### src/rtl/serial_subtractor.sv
// Bit-serial ripple-borrow subtractor: result = r1 - r2 - bi, one bit per clock, LSB first.
// Optional signed-overflow output `ovf` is compiled in when SERIAL_SUB_OVF_EN is defined.
module serial_subtractor #(
  parameter int W = 4
) (
  input  logic         clk,
  input  logic         reset,
  input  logic         start,
  input  logic [W-1:0] r1,
  input  logic [W-1:0] r2,
  input  logic         bi,
  output logic [W-1:0] result,
  output logic         borrow,
  output logic         busy,
  output logic         done
`ifdef SERIAL_SUB_OVF_EN
  ,
  output logic         ovf
`endif
);

  localparam int CNT_W = (W > 2) ? $clog2(W) : 1;

  localparam logic [1:0] IDLE = 2'd0;
  localparam logic [1:0] RUN  = 2'd1;
  localparam logic [1:0] DONE = 2'd2;

  localparam logic [CNT_W-1:0] CNT_LAST = CNT_W'(W - 1);
  localparam logic [CNT_W-1:0] CNT_ONE  = CNT_W'(1);

  // One full-subtractor cell: returns {borrow_out, difference}.
  function automatic logic [1:0] sub_cell(input logic x, input logic y, input logic bin);
    sub_cell = {(~x & y) | (~(x ^ y) & bin), x ^ y ^ bin};
  endfunction

  logic [1:0]       state_r;
  logic [W-1:0]     a_r;
  logic [W-1:0]     b_r;
  logic [W-1:0]     res_r;
  logic             br_r;
  logic [CNT_W-1:0] cnt_r;
  logic             borrow_r;
  logic             busy_r;
  logic             done_r;
  logic [1:0]       cell_s;
  logic             last_s;
`ifdef SERIAL_SUB_OVF_EN
  logic             ovf_r;
`endif

  // Shared subtractor cell and final-bit detect.
  always_comb begin
    cell_s = sub_cell(a_r[0], b_r[0], br_r);
    last_s = (cnt_r == CNT_LAST);
  end

  // Control FSM and datapath shift registers.
  always_ff @(posedge clk) begin
    if (reset) begin
      state_r  <= IDLE;
      a_r      <= '0;
      b_r      <= '0;
      res_r    <= '0;
      br_r     <= 1'b0;
      cnt_r    <= '0;
      borrow_r <= 1'b0;
      busy_r   <= 1'b0;
      done_r   <= 1'b0;
`ifdef SERIAL_SUB_OVF_EN
      ovf_r    <= 1'b0;
`endif
    end else begin
      case (state_r)
        IDLE: begin
          if (start) begin
            a_r      <= r1;
            b_r      <= r2;
            br_r     <= bi;
            cnt_r    <= '0;
            res_r    <= '0;
            borrow_r <= 1'b0;
            busy_r   <= 1'b1;
            state_r  <= RUN;
`ifdef SERIAL_SUB_OVF_EN
            ovf_r    <= 1'b0;
`endif
          end
        end
        RUN: begin
          a_r   <= {1'b0, a_r[W-1:1]};
          b_r   <= {1'b0, b_r[W-1:1]};
          br_r  <= cell_s[1];
          res_r <= {cell_s[0], res_r[W-1:1]};
          cnt_r <= cnt_r + CNT_ONE;
          if (last_s) begin
            state_r  <= DONE;
            done_r   <= 1'b1;
            borrow_r <= cell_s[1];
`ifdef SERIAL_SUB_OVF_EN
            // Overflow: borrow into the sign bit differs from borrow out of it.
            ovf_r    <= br_r ^ cell_s[1];
`endif
          end
        end
        DONE: begin
          done_r  <= 1'b0;
          busy_r  <= 1'b0;
          state_r <= IDLE;
        end
        default: begin
          done_r  <= 1'b0;
          busy_r  <= 1'b0;
          state_r <= IDLE;
        end
      endcase
    end
  end

  assign result = res_r;
  assign borrow = borrow_r;
  assign busy   = busy_r;
  assign done   = done_r;
`ifdef SERIAL_SUB_OVF_EN
  assign ovf    = ovf_r;
`endif

endmodule

### config.mk
export PLATFORM = sky130hd
export DESIGN_NAME = serial_subtractor
export DESIGN_NICKNAME = d
export VERILOG_FILES = /design/src/rtl/serial_subtractor.sv
export SDC_FILE = /design/constraint.sdc
export NUM_CORES = 1
export LEC_CHECK = 0
export BUFFER_PORTS_ARGS = -buffer_cell sky130_fd_sc_hd__buf_4
export CAP_MARGIN = 20
export CORE_MARGIN = 1
export CORE_UTILIZATION = 52
export CTS_BUF_LIST = sky130_fd_sc_hd__clkbuf_4
export CTS_CLUSTER_SIZE = 25
export DETAILED_ROUTE_END_ITERATION = 7
export PLACE_DENSITY = 0.88
export SKIP_CTS_REPAIR_TIMING = 1
export SYNTH_ARGS = -nofsm -noshare
export SYNTH_HDL_FRONTEND = slang
export SYNTH_SLANG_ARGS = --single-unit
### constraint.sdc
create_clock -name clk -period 2.8 [get_ports clk]
set_input_delay 0.28 -clock clk [delete_from_list [all_inputs] [get_ports clk]]
set_output_delay 0.28 -clock clk [all_outputs]
set_load 0.01 [all_outputs]
# Yosys cells after proc, flatten, opt, wreduce, memory -nomap -nowiden
# Cells that the tools add are included.
totals:
  reg_bits: 20
  elab_cells: 50
op_classes:
  n_eq_ne: 4
  reduce_logical: 7
  mux: 20
  add_sub_neg: 1
  bitwise_logic: 9
op_table:
  columns: ["cell", "count"]
  rows:
  - ["$pmux W4 S2", 3]
  - ["$mux W4", 3]
  - ["$pmux W1 S2", 4]
  - ["$pmux W2 S2", 2]
  - ["$reduce_and A2 Y1", 4]
  - ["$mux W2", 3]
  - ["$mux W1", 5]
  - ["$ne A2 B2 Y1 const B", 2]
  - ["$not A1 Y1", 4]
  - ["$reduce_and A3 Y1", 1]
  - ["$add A2 B1 Y2 const B", 1]
  - ["$and A1 B1 Y1", 2]
  - ["$eq A2 B1 Y1 const B", 1]
  - ["$eq A2 B2 Y1 const B", 1]
  - ["$logic_not A2 Y1", 1]
  - ["$reduce_bool A2 Y1", 1]
  - ["$xor A1 B1 Y1", 2]
  - ["$or A1 B1 Y1", 1]

# Longest topological paths before layout
# Gate-level depths: netlist of the first run.
depth:
  depth_word: 6
  ltp_mapped: 5

# Worst setup path after synthesis of the first run
# Ideal clock, no wire load.
synth_path:
  path_kind: "reg-to-reg"
  start: "reg b_r[0]"
  end: "reg br_r"
  arrival_time_ns: 1.158
  n_path_buf: 0
  stages_incl_launch_ff: 6
  synth_period_minus_slack_ns: 1.244
  slack_ns: 1.556
  setup_ns: 0.086
  required_ns: 2.714
  cell_sequence: "dfxtp_1 -> inv_1 -> fa_1 -> and2b_2 -> a21oi_1 -> a211oi_1"
synth_between:
  elab_chain_len: 5
  elab_cells_between_ends: 6
  cone_classes: "mux: 1; bitwise: 5"
synth_rtl:
  columns: ["item", "line_no", "source"]
  rows:
  - ["from (decl)", "38", "logic [W-1:0] b_r;"]
  - ["from (signal assigned)", "77", "b_r <= r2;"]
  - ["from (signal assigned)", "91", "b_r <= {1'b0, b_r[W-1:1]};"]
  - ["$xor A1 B1 Y1", "33", "sub_cell = {(~x & y) | (~(x ^ y) & bin), x ^ y ^ bin};"]
  - ["$not A1 Y1", "33", null]
  - ["$and A1 B1 Y1", "33", null]
  - ["$or A1 B1 Y1 *", "33", null]
  - ["$pmux W1 S2 *", "73", "case (state_r)"]
  - ["to (signal assigned)", "78", "br_r <= bi;"]
  - ["to (signal assigned)", "92", "br_r <= cell_s[1];"]
  - ["to (decl)", "40", "logic br_r;"]
# Every way passes the cells marked *; elsewhere a longest branch is shown, timed or not.
# A chain may end at the register's enable or synchronous reset.

# Worst setup path in the final report of the first run
layout_path:
  start: "reg state_r[0]"
  end: "reg borrow_r, in the netlist borrow"
layout_between:
  elab_chain_len: 3
  elab_cells_between_ends: 7
  cone_classes: "eq/ne: 3; mux: 1; reduce/logical: 3"
layout_rtl:
  columns: ["item", "line_no", "source"]
  rows:
  - ["from (decl)", "36", "logic [1:0] state_r;"]
  - ["from (signal assigned)", "60", "state_r <= IDLE;"]
  - ["from (signal assigned)", "83", "state_r <= RUN;"]
  - ["from (signal assigned)", "96", "state_r <= DONE;"]
  - ["$eq A2 B1 Y1 / $logic_not A2 Y1 (equally long branches)", "73", null]
  - ["$ne A2 B2 Y1 (no source line) / $reduce_bool A2 Y1 (equally long branches)", null, null]
  - ["$reduce_and A3 Y1 (no source line)", null, null]
  - ["to (signal assigned)", "98", "borrow_r <= cell_s[1];"]
  - ["to (decl)", "42", "logic borrow_r;"]
# Several ways; a longest one is shown, not always the timed one.

==> tab_implementation.tex, run 1 <==
\begin{tabular}{lr}
\hline
Metric & Value \\
\hline
\multicolumn{2}{l}{\textbf{Power}} \\
\quad Leakage power summed over all cells & a little over 0.4 nW \\
\quad Power per Cell Area & between 500 and 600 mW/mm² \\
\quad Worst supply voltage drop on vdd & between 400 and 500 µV \\
\quad Power after layout & 0.536 mW \\
\multicolumn{2}{l}{\textbf{Synthesis}} \\
\quad Number of instances in the synthesized netlist & 90 \\
\quad Cell types with the largest area share after synthesis & dfxtp\_1, nor2\_1, a211oi\_1 \\
\quad Post-synthesis net count & 104 \\
\quad Distinct cells, synth & 28 \\
\quad Synth warnings & 0 \\
\quad Post-synthesis register bit count & 20 \\
\quad Cell area after synthesis & roughly 850 µm² \\
\quad Top-area cell type share of the netlist area & a little under half \\
\quad Avg Cell Area, Syn & between 9 and 10 µm² \\
\quad Cell accounting for the most synthesized area & dfxtp\_1 \\
\quad Fraction of the yosys area taken by sequential cells & about 47\% \\
\multicolumn{2}{l}{\textbf{Drt}} \\
\quad Number of vias in the routed layout & a little over 700 \\
\quad Initial DRC Count & 10 \\
\quad Total iterations of the first detailed-routing run & 4 \\
\quad Post-Route WL & about 1600 µm \\
\quad Vias per std cell & 5.73 \\
\quad Avg WL per Cell & about 13 µm \\
\quad Count of unresolved DRC violations after routing & 0 \\
\quad Number of antenna-violating nets in the routed design & 0 \\
\multicolumn{2}{l}{\textbf{STA}} \\
\quad Worst slew margin relative to its limit & roughly two thirds \\
\quad F\_max & 685 MHz \\
\quad Fin Setup TNS & 0 ns \\
\quad RSZ-0062 raised after global routing & false \\
\quad Fin crit share & between 50\% and 60\% \\
\quad Worst-margin pin slew & 0.497 ns \\
\quad Final Hold Fails & 0 \\
\quad Slew Viols, Final & 0 \\
\quad Worst clock skew & 0.00786 ns \\
\quad Final critical-path required period & roughly 1.5 ns \\
\quad Final setup violation count & 0 \\
\quad Hold\_ws & 0.203 ns \\
\quad Final setup margin & 1.34 ns \\
\multicolumn{2}{l}{\textbf{Global route}} \\
\quad Number of global-route vias before repair & $\sim$660 \\
\quad Final global-route overflow total & 0 \\
\quad Overall Global Routing Usage & 21.0\% \\
\quad Maximum number of pins on one net before global-route repair & 21 \\
\quad Antenna violations before repair & 0 \\
\quad First-pass GRT wire length & roughly 2800 µm \\
\multicolumn{2}{l}{\textbf{Cells and area}} \\
\quad Commonest cells after routing, fill and taps aside & dfxtp\_1, nor2\_1, buf\_4 \\
\quad Most frequent standard cell in the layout excluding fill and tap cells & dfxtp\_1 \\
\quad Area added between synthesis and finish & 17.6\% \\
\quad Final core occ & 65.8\% \\
\quad Ant diodes & 0 \\
\quad Share of cells above drive strength 1 & about 24\% \\
\quad Number of cells in the finished layout apart from fillers & 123 \\
\quad Final standard cell area without fillers & 0.00100 mm² \\
\quad Final Net Count & about 120 \\
\quad Flip-flop and latch area & 400 µm² \\
\quad Total area of multi-input combinational cells & 403 µm² \\
\quad Number of filler instances in the final layout & around 120 \\
\multicolumn{2}{l}{\textbf{Floorplanning}} \\
\quad Core ar. & approximately 0.0015 mm² \\
\quad Horizontal die dimension & between 40 and 50 µm \\
\quad Die extent in y & 42.5 µm \\
\quad Count of boundary I/O pins & 19 \\
\quad Cell row count & 14 \\
\quad Initial core utilization & between 50\% and 60\% \\
\quad Area of the die & approximately 0.0018 mm² \\
\multicolumn{2}{l}{\textbf{CTS}} \\
\quad CTS clk-pin slew, worst paths & about 0.11 ns \\
\quad Clock tree root buffer cell & clkbuf\_4 \\
\quad Number of buffers on the longest clock path & 2 \\
\quad CTS Buf Count & 3 \\
\quad Clock tree from TritonCTS & yes \\
\quad Number of levels in the clock H-tree & 1 \\
\quad CTS sink cnt & 20 \\
\quad Clk\_lat worst skew & slightly above 0.3 ns \\
\multicolumn{2}{l}{\textbf{Placement}} \\
\quad Post-DP HPWL & 1090 µm \\
\quad Count of port buffers added during placement & 18 \\
\quad Post-Place Cell Area & just under 0.001 mm² \\
\quad DP Cell Count & 119 \\
\quad Post-Place Setup Slack & between 1 and 1.5 ns \\
\quad Weighted congestion reported at the end of routability-driven placement & 0.721 \\
\multicolumn{2}{l}{\textbf{Hold path}} \\
\quad Class of the most critical hold timing path & in -> reg \\
\multicolumn{2}{l}{\textbf{Run status}} \\
\quad Result of the run & finished, final reports clean \\
\multicolumn{2}{l}{\textbf{Setup path}} \\
\quad Maximum fanout along the worst path & 14 \\
\quad Required time of the critical path & 3.05 ns \\
\quad Worst Setup End Kind & register \\
\quad Critical path start-end classification & reg -> reg \\
\quad Data arrival at the endpoint of the critical path & 1.71 ns \\
\quad Kind of launch point of the worst setup path & register \\
\multicolumn{2}{l}{\textbf{Job}} \\
\quad Max-cap violations & 0 \\
\hline
\end{tabular}
-- final timing paths --
path	from	to	slack (ns)	cells after the start
max	state_r[0]	borrow	1.34	3
max reg2reg	state_r[0]	borrow	1.34	3
min reg2reg	borrow	borrow	0.48	2
min	r1[3]	a_r[3]	0.20	3
-- layer usage --
metal	track usage, %	vias up	part of all wire (%)
li1	-	353	-
met1	24.7	329	45
met2	32.9	17	47
met3	6.90	6	4.9
met4	13.1	0	2.9
met5	0	-	0
-- sequential cells by signal (all words and copies together), names as in the netlist --
name	cells
a_r	4
b_r	4
borrow	1
br_r	1
busy	1
cnt_r	2
done	1
result	4
state_r	2
-- layout make-up --
cell class / instances / area share, %
Clock buffer: 3 / 2.24
Clock inverter: 1 / 0.374
Inverter: 5 / 1.87
Multi-Input combinational cell: 60 / 40.1
Sequential cell: 20 / 39.9
Tap cell: 16 / 2.00
Timing Repair Buffer: 18 / 13.5
-- synth_stat cells --
cell        n
clkbuf_2    1
nor3_1      2
ha_1        1
mux2i_1     1
o21bai_4    1
nand2b_2    1
inv_1       4
a2bb2oi_1   1
nor3b_1     1
a21oi_1     4
o2bb2ai_1   5
a221oi_1    1
a22oi_1     7
or2b_1      1
fa_1        1
and3b_1     1
a211oi_1    7
nor2_1     19
nand2_1     1
inv_2       1
buf_4       1
clkbuf_1    2
buf_6       1
dfxtp_1    20
o22ai_1     1
o21ba_2     1
nor2b_1     2
and2b_2     1
-- critical path: stages (launching register included) --
cell and delay (ns):
dfxtp_1 0.64, nor2b_1 0.49, a2bb2oi_1 0.12, a21oi_1 0.15
-- report_power, final --
part	leakage [nW]	internal (mW)	switching (mW)	total, mW
clock	0.0154	0.0522	0.0871	0.139
sequential	0.164	0.302	0.0138	0.315
combinational	0.234	0.0407	0.0402	0.0809
total	0.413	0.394	0.141	0.536
-- logic make-up (layout without fill, tap and decap cells) --
logic type      after synthesis  after routing  share of synthesized area (%)
flops                        20             20                           46.9
mux                           1              1                           1.17
buf+inv                      10             27                           5.86
fa+ha+maj                     2              2                           3.81
simple gates                 29             29                           16.3
compound gates               28             28                           26.0
No activity file was read; power rests on OpenSTA's default activity.
==> run 2, diff against run 1 <==
--- a/config.mk
+++ b/config.mk
@@ -5,6 +5,7 @@
 export SDC_FILE = /design/constraint.sdc
 export NUM_CORES = 1
 export LEC_CHECK = 0
+export ABC_AREA = 1
 export BUFFER_PORTS_ARGS = -buffer_cell sky130_fd_sc_hd__buf_4
 export CAP_MARGIN = 20
 export CORE_MARGIN = 1
@@ -12,7 +13,7 @@
 export CTS_BUF_LIST = sky130_fd_sc_hd__clkbuf_4
 export CTS_CLUSTER_SIZE = 25
 export DETAILED_ROUTE_END_ITERATION = 7
-export PLACE_DENSITY = 0.88
+export PLACE_DENSITY = 0.87
 export SKIP_CTS_REPAIR_TIMING = 1
 export SYNTH_ARGS = -nofsm -noshare
 export SYNTH_HDL_FRONTEND = slang
==> constraint.sdc (replaced) <==
create_clock -name clk -period 1.4 [get_ports clk]
set_input_delay 0.14 -clock clk [delete_from_list [all_inputs] [get_ports clk]]
set_output_delay 0.14 -clock clk [all_outputs]
set_load 0.01 [all_outputs]
==> run 2 against run 1 <==
  * Power up 100%
  * Register-to-register slack worse by 1.2 ns
  * Cell count increased by 30%
  * Critical path depth is 2 higher
  * Combinational power rose by 140%
  * Core utilization is 2.6 points higher
  * Critical path type unchanged
==> tab_implementation.tex, run 2 <==
\begin{tabular}{lr}
\hline
Metric & Value \\
\hline
\multicolumn{2}{l}{\textbf{Floorplanning}} \\
\quad Area of the die & 0.00195 mm² (was 0.00181 mm²) \\
\quad Horizontal die dimension & 44.2 µm (was 42.5 µm) \\
\quad Die extent in y & 44.2 µm (was 42.5 µm) \\
\quad Core ar. & 0.00158 mm² (was 0.00152 mm²) \\
\quad Initial core utilization & 58.7\% (was 56.0\%) \\
\quad Cell row count & 14 (unchanged) \\
\quad Count of boundary I/O pins & 19 (unchanged) \\
\multicolumn{2}{l}{\textbf{STA}} \\
\quad Slew Viols, Final & 0 (unchanged) \\
\quad Worst slew margin relative to its limit & 74.7\% (was 66.8\%) \\
\quad Fin Setup TNS & 0 ns (unchanged) \\
\quad RSZ-0062 raised after global routing & false (unchanged) \\
\quad Final setup violation count & 0 (unchanged) \\
\quad Worst clock skew & 0.00477 ns (was 0.00786 ns) \\
\quad F\_max & 814 MHz (was 685 MHz) \\
\quad Fin crit share & 87.7\% (was 52.1\%) \\
\quad Hold\_ws & 0.0732 ns (was 0.203 ns) \\
\quad Final Hold Fails & 0 (unchanged) \\
\quad Final critical-path required period & 1.23 ns (was 1.46 ns) \\
\quad Worst-margin pin slew & 0.379 ns (was 0.497 ns) \\
\quad Final setup margin & 0.172 ns (was 1.34 ns) \\
\multicolumn{2}{l}{\textbf{CTS}} \\
\quad CTS sink cnt & 20 (unchanged) \\
\quad CTS Buf Count & 3 (unchanged) \\
\quad CTS clk-pin slew, worst paths & 0.11 ns (about the same) \\
\quad Clock tree root buffer cell & clkbuf\_4 (unchanged) \\
\quad Number of levels in the clock H-tree & 1 (unchanged) \\
\quad Clock tree from TritonCTS & yes (unchanged) \\
\quad Number of buffers on the longest clock path & 2 (unchanged) \\
\quad Clk\_lat worst skew & 0.29 ns (was 0.31 ns) \\
\multicolumn{2}{l}{\textbf{Drt}} \\
\quad Total iterations of the first detailed-routing run & 4 (unchanged) \\
\quad Post-Route WL & 1750 µm (was 1570 µm) \\
\quad Vias per std cell & 5.04 (was 5.73) \\
\quad Number of antenna-violating nets in the routed design & 0 (unchanged) \\
\quad Avg WL per Cell & 11.0 µm (was 12.7 µm) \\
\quad Initial DRC Count & 20 (was 10) \\
\quad Count of unresolved DRC violations after routing & 0 (unchanged) \\
\quad Number of vias in the routed layout & 806 (was 705) \\
\multicolumn{2}{l}{\textbf{Setup path}} \\
\quad Worst stage delay on the critical path & 0.44 ns (was 0.64 ns) \\
\quad Maximum fanout along the worst path & 2 (was 14) \\
\quad CP delay by family, top & adder cells (was flip-flops) \\
\quad Cell with the largest stage delay on the worst path & fa\_1 (was dfxtp\_1) \\
\quad Required time of the critical path & 1.63 ns (was 3.05 ns) \\
\quad Kind of launch point of the worst setup path & register (unchanged) \\
\quad Data arrival at the endpoint of the critical path & 1.46 ns (was 1.71 ns) \\
\quad Critical path start-end classification & reg -> reg (unchanged) \\
\quad Ordered cell list for the critical path & inv\_1, fa\_1, nor2\_4, nand2\_1, a21oi\_1 (was nor2b\_1, a2bb2oi\_1, a21oi\_1) \\
\quad Buffer and inverter count on the worst path & 1 (was 0) \\
\quad Worst Setup End Kind & register (unchanged) \\
\multicolumn{2}{l}{\textbf{Synthesis}} \\
\quad Most instantiated flip-flop cell in the synthesis netlist & dfxtp\_1 (unchanged) \\
\quad Number of instances in the synthesized netlist & 125 (was 90) \\
\quad Avg Cell Area, Syn & 7.40 µm² (was 9.48 µm²) \\
\quad Post-synthesis async set-or-reset flop share & 0\% (unchanged) \\
\quad Cell area after synthesis & 925 µm² (was 853 µm²) \\
\quad Number of enable-type register cells in the synthesized netlist & 0 (unchanged) \\
\quad Post-synthesis net count & 139 (was 104) \\
\quad Top cells by count, synth & nand2\_1, inv\_1, dfxtp\_1, o21ai\_0, nand3\_1 (was dfxtp\_1, nor2\_1, a211oi\_1, a22oi\_1, o2bb2ai\_1) \\
\quad Cell types with the largest area share after synthesis & dfxtp\_1, nand2\_1, inv\_1 (was dfxtp\_1, nor2\_1, a211oi\_1) \\
\quad Fraction of the yosys area taken by sequential cells & 43.3\% (was 46.9\%) \\
\quad Cell accounting for the most synthesized area & dfxtp\_1 (unchanged) \\
\quad Synth warnings & 0 (unchanged) \\
\quad Distinct cells, synth & 22 (was 28) \\
\quad Top-count cell post-synth & nand2\_1 (was dfxtp\_1) \\
\quad Top-area cell type share of the netlist area & 43.3\% (was 46.9\%) \\
\quad Post-synthesis register bit count & 20 (unchanged) \\
\multicolumn{2}{l}{\textbf{Placement}} \\
\quad Post-Place Setup Slack & 0.206 ns (was 1.39 ns) \\
\quad Count of port buffers added during placement & 18 (unchanged) \\
\quad DP Cell Count & 156 (was 119) \\
\quad Post-DP HPWL & 1330 µm (was 1090 µm) \\
\quad Post-Place Cell Area & 0.00105 mm² (was 977 µm²) \\
\quad Weighted congestion reported at the end of routability-driven placement & 0.802 (was 0.721) \\
\multicolumn{2}{l}{\textbf{Power}} \\
\quad Combinational cell fraction of total power & 17.5\% (was 15.1\%) \\
\quad Leakage power summed over all cells & 0.570 nW (was 0.413 nW) \\
\quad Worst supply voltage drop on vdd & 574 µV (was 407 µV) \\
\quad Switching pwr & 0.301 mW (was 0.141 mW) \\
\quad Internal cell power & 0.792 mW (was 0.394 mW) \\
\quad Power after layout & 1.09 mW (was 0.536 mW) \\
\quad Power per Cell Area & 1010 mW/mm² (was 534 mW/mm²) \\
\quad Relative contribution of the clock network to total power & 25.0\% (was 26.0\%) \\
\quad Relative contribution of sequential cells to total power & 57.5\% (was 58.9\%) \\
\quad Switching part of the total & 27.6\% (was 26.4\%) \\
\multicolumn{2}{l}{\textbf{Cells and area}} \\
\quad Commonest cells after routing, fill and taps aside & nand2\_1, inv\_1, dfxtp\_1 (was dfxtp\_1, nor2\_1, buf\_4) \\
\quad Most frequent standard cell in the layout excluding fill and tap cells & nand2\_1 (was dfxtp\_1) \\
\quad Final Net Count & 159 (was 122) \\
\quad Area added between synthesis and finish & 16.6\% (was 17.6\%) \\
\quad Number of filler instances in the final layout & 131 (was 121) \\
\quad Final core occ & 68.4\% (was 65.8\%) \\
\quad Share of cells above drive strength 1 & 22.2\% (was 24.3\%) \\
\quad Number of cells in the finished layout apart from fillers & 160 (was 123) \\
\quad Final standard cell area without fillers & 0.00108 mm² (was 0.00100 mm²) \\
\quad Ant diodes & 0 (unchanged) \\
\quad Flip-flop and latch area & 400 µm² (unchanged) \\
\quad Total area of multi-input combinational cells & 403 µm² (unchanged) \\
\multicolumn{2}{l}{\textbf{Job}} \\
\quad Max-cap violations & 0 (unchanged) \\
\multicolumn{2}{l}{\textbf{Hold path}} \\
\quad Class of the most critical hold timing path & in -> reg (unchanged) \\
\multicolumn{2}{l}{\textbf{Global route}} \\
\quad Antenna violations before repair & 0 (unchanged) \\
\quad Final global-route overflow total & 0 (unchanged) \\
\quad Overall Global Routing Usage & 19.7\% (was 21.0\%) \\
\quad Maximum number of pins on one net before global-route repair & 15 (was 21) \\
\quad Number of global-route vias before repair & 733 (was 657) \\
\quad First-pass GRT wire length & 2940 µm (was 2790 µm) \\
\multicolumn{2}{l}{\textbf{Run status}} \\
\quad Result of the run & finished, final reports clean (unchanged) \\
\hline
\end{tabular}
## run 2: cell types whose count changed after synthesis, moves of 12 or more
cell,before,now
nand2_1,1,37
inv_1,4,21
nor2_1,19,3
o21ai_0,0,12
## run 2: power groups by stage
stage                     clock [mW]  sequential (mW)  combinational, mW
after floorplan                    0            0.638              0.138
after global placement             0            0.640              0.185
after detailed placement           0            0.641              0.191
after CTS                      0.277            0.628              0.192
after global routing           0.305            0.633              0.217
final                          0.273            0.628              0.191
## run 2: cell families after synthesis
group	share of synthesized area, %
AND/OR/NAND/NOR	25.4
buffers and inverters	13.1
AO/OA/AOI/OAI	14.6
flip-flops	43.3
adder cells (fa/ha/maj)	3.52
## run 2: area by class of cell
class | count | share of cell area (%)
multi-input cells | 78 | 37.4
flip-flops and latches | 20 | 37.1
repair buffers | 19 | 13.2
inverters | 23 | 8.00
clock buffers | 3 | 2.09
well taps | 16 | 1.86
clock inverters | 1 | 0.348
## run 2: final timing paths
check	to	from	cells after the start	slack, ns
setup / recovery	borrow	b_r[0]	5	0.17
hold / removal	b_r[3]	r2[3]	3	0.07
setup reg to reg	borrow	b_r[0]	5	0.17
hold reg to reg	state_r[1]	state_r[1]	1	0.46
## run 2: worst register-to-register path, cell delays in order (launching register included)
cell and delay, ns:
dfxtp_1 0.33, inv_1 0.07, fa_1 0.44, nor2_4 0.13, nand2_1 0.05, a21oi_1 0.14
## run 2: metal layers
| metal | global-route usage (%) | part of all wire [%] | vias to the layer above |
|---|---|---|---|
| li1 | - | - | 424 |
| met1 | 25.9 | 46 | 364 |
| met2 | 33.2 | 49 | 16 |
| met3 | 3.67 | 4.3 | 2 |
| met4 | 5.45 | 0.74 | 0 |
| met5 | 0 | 0 | - |
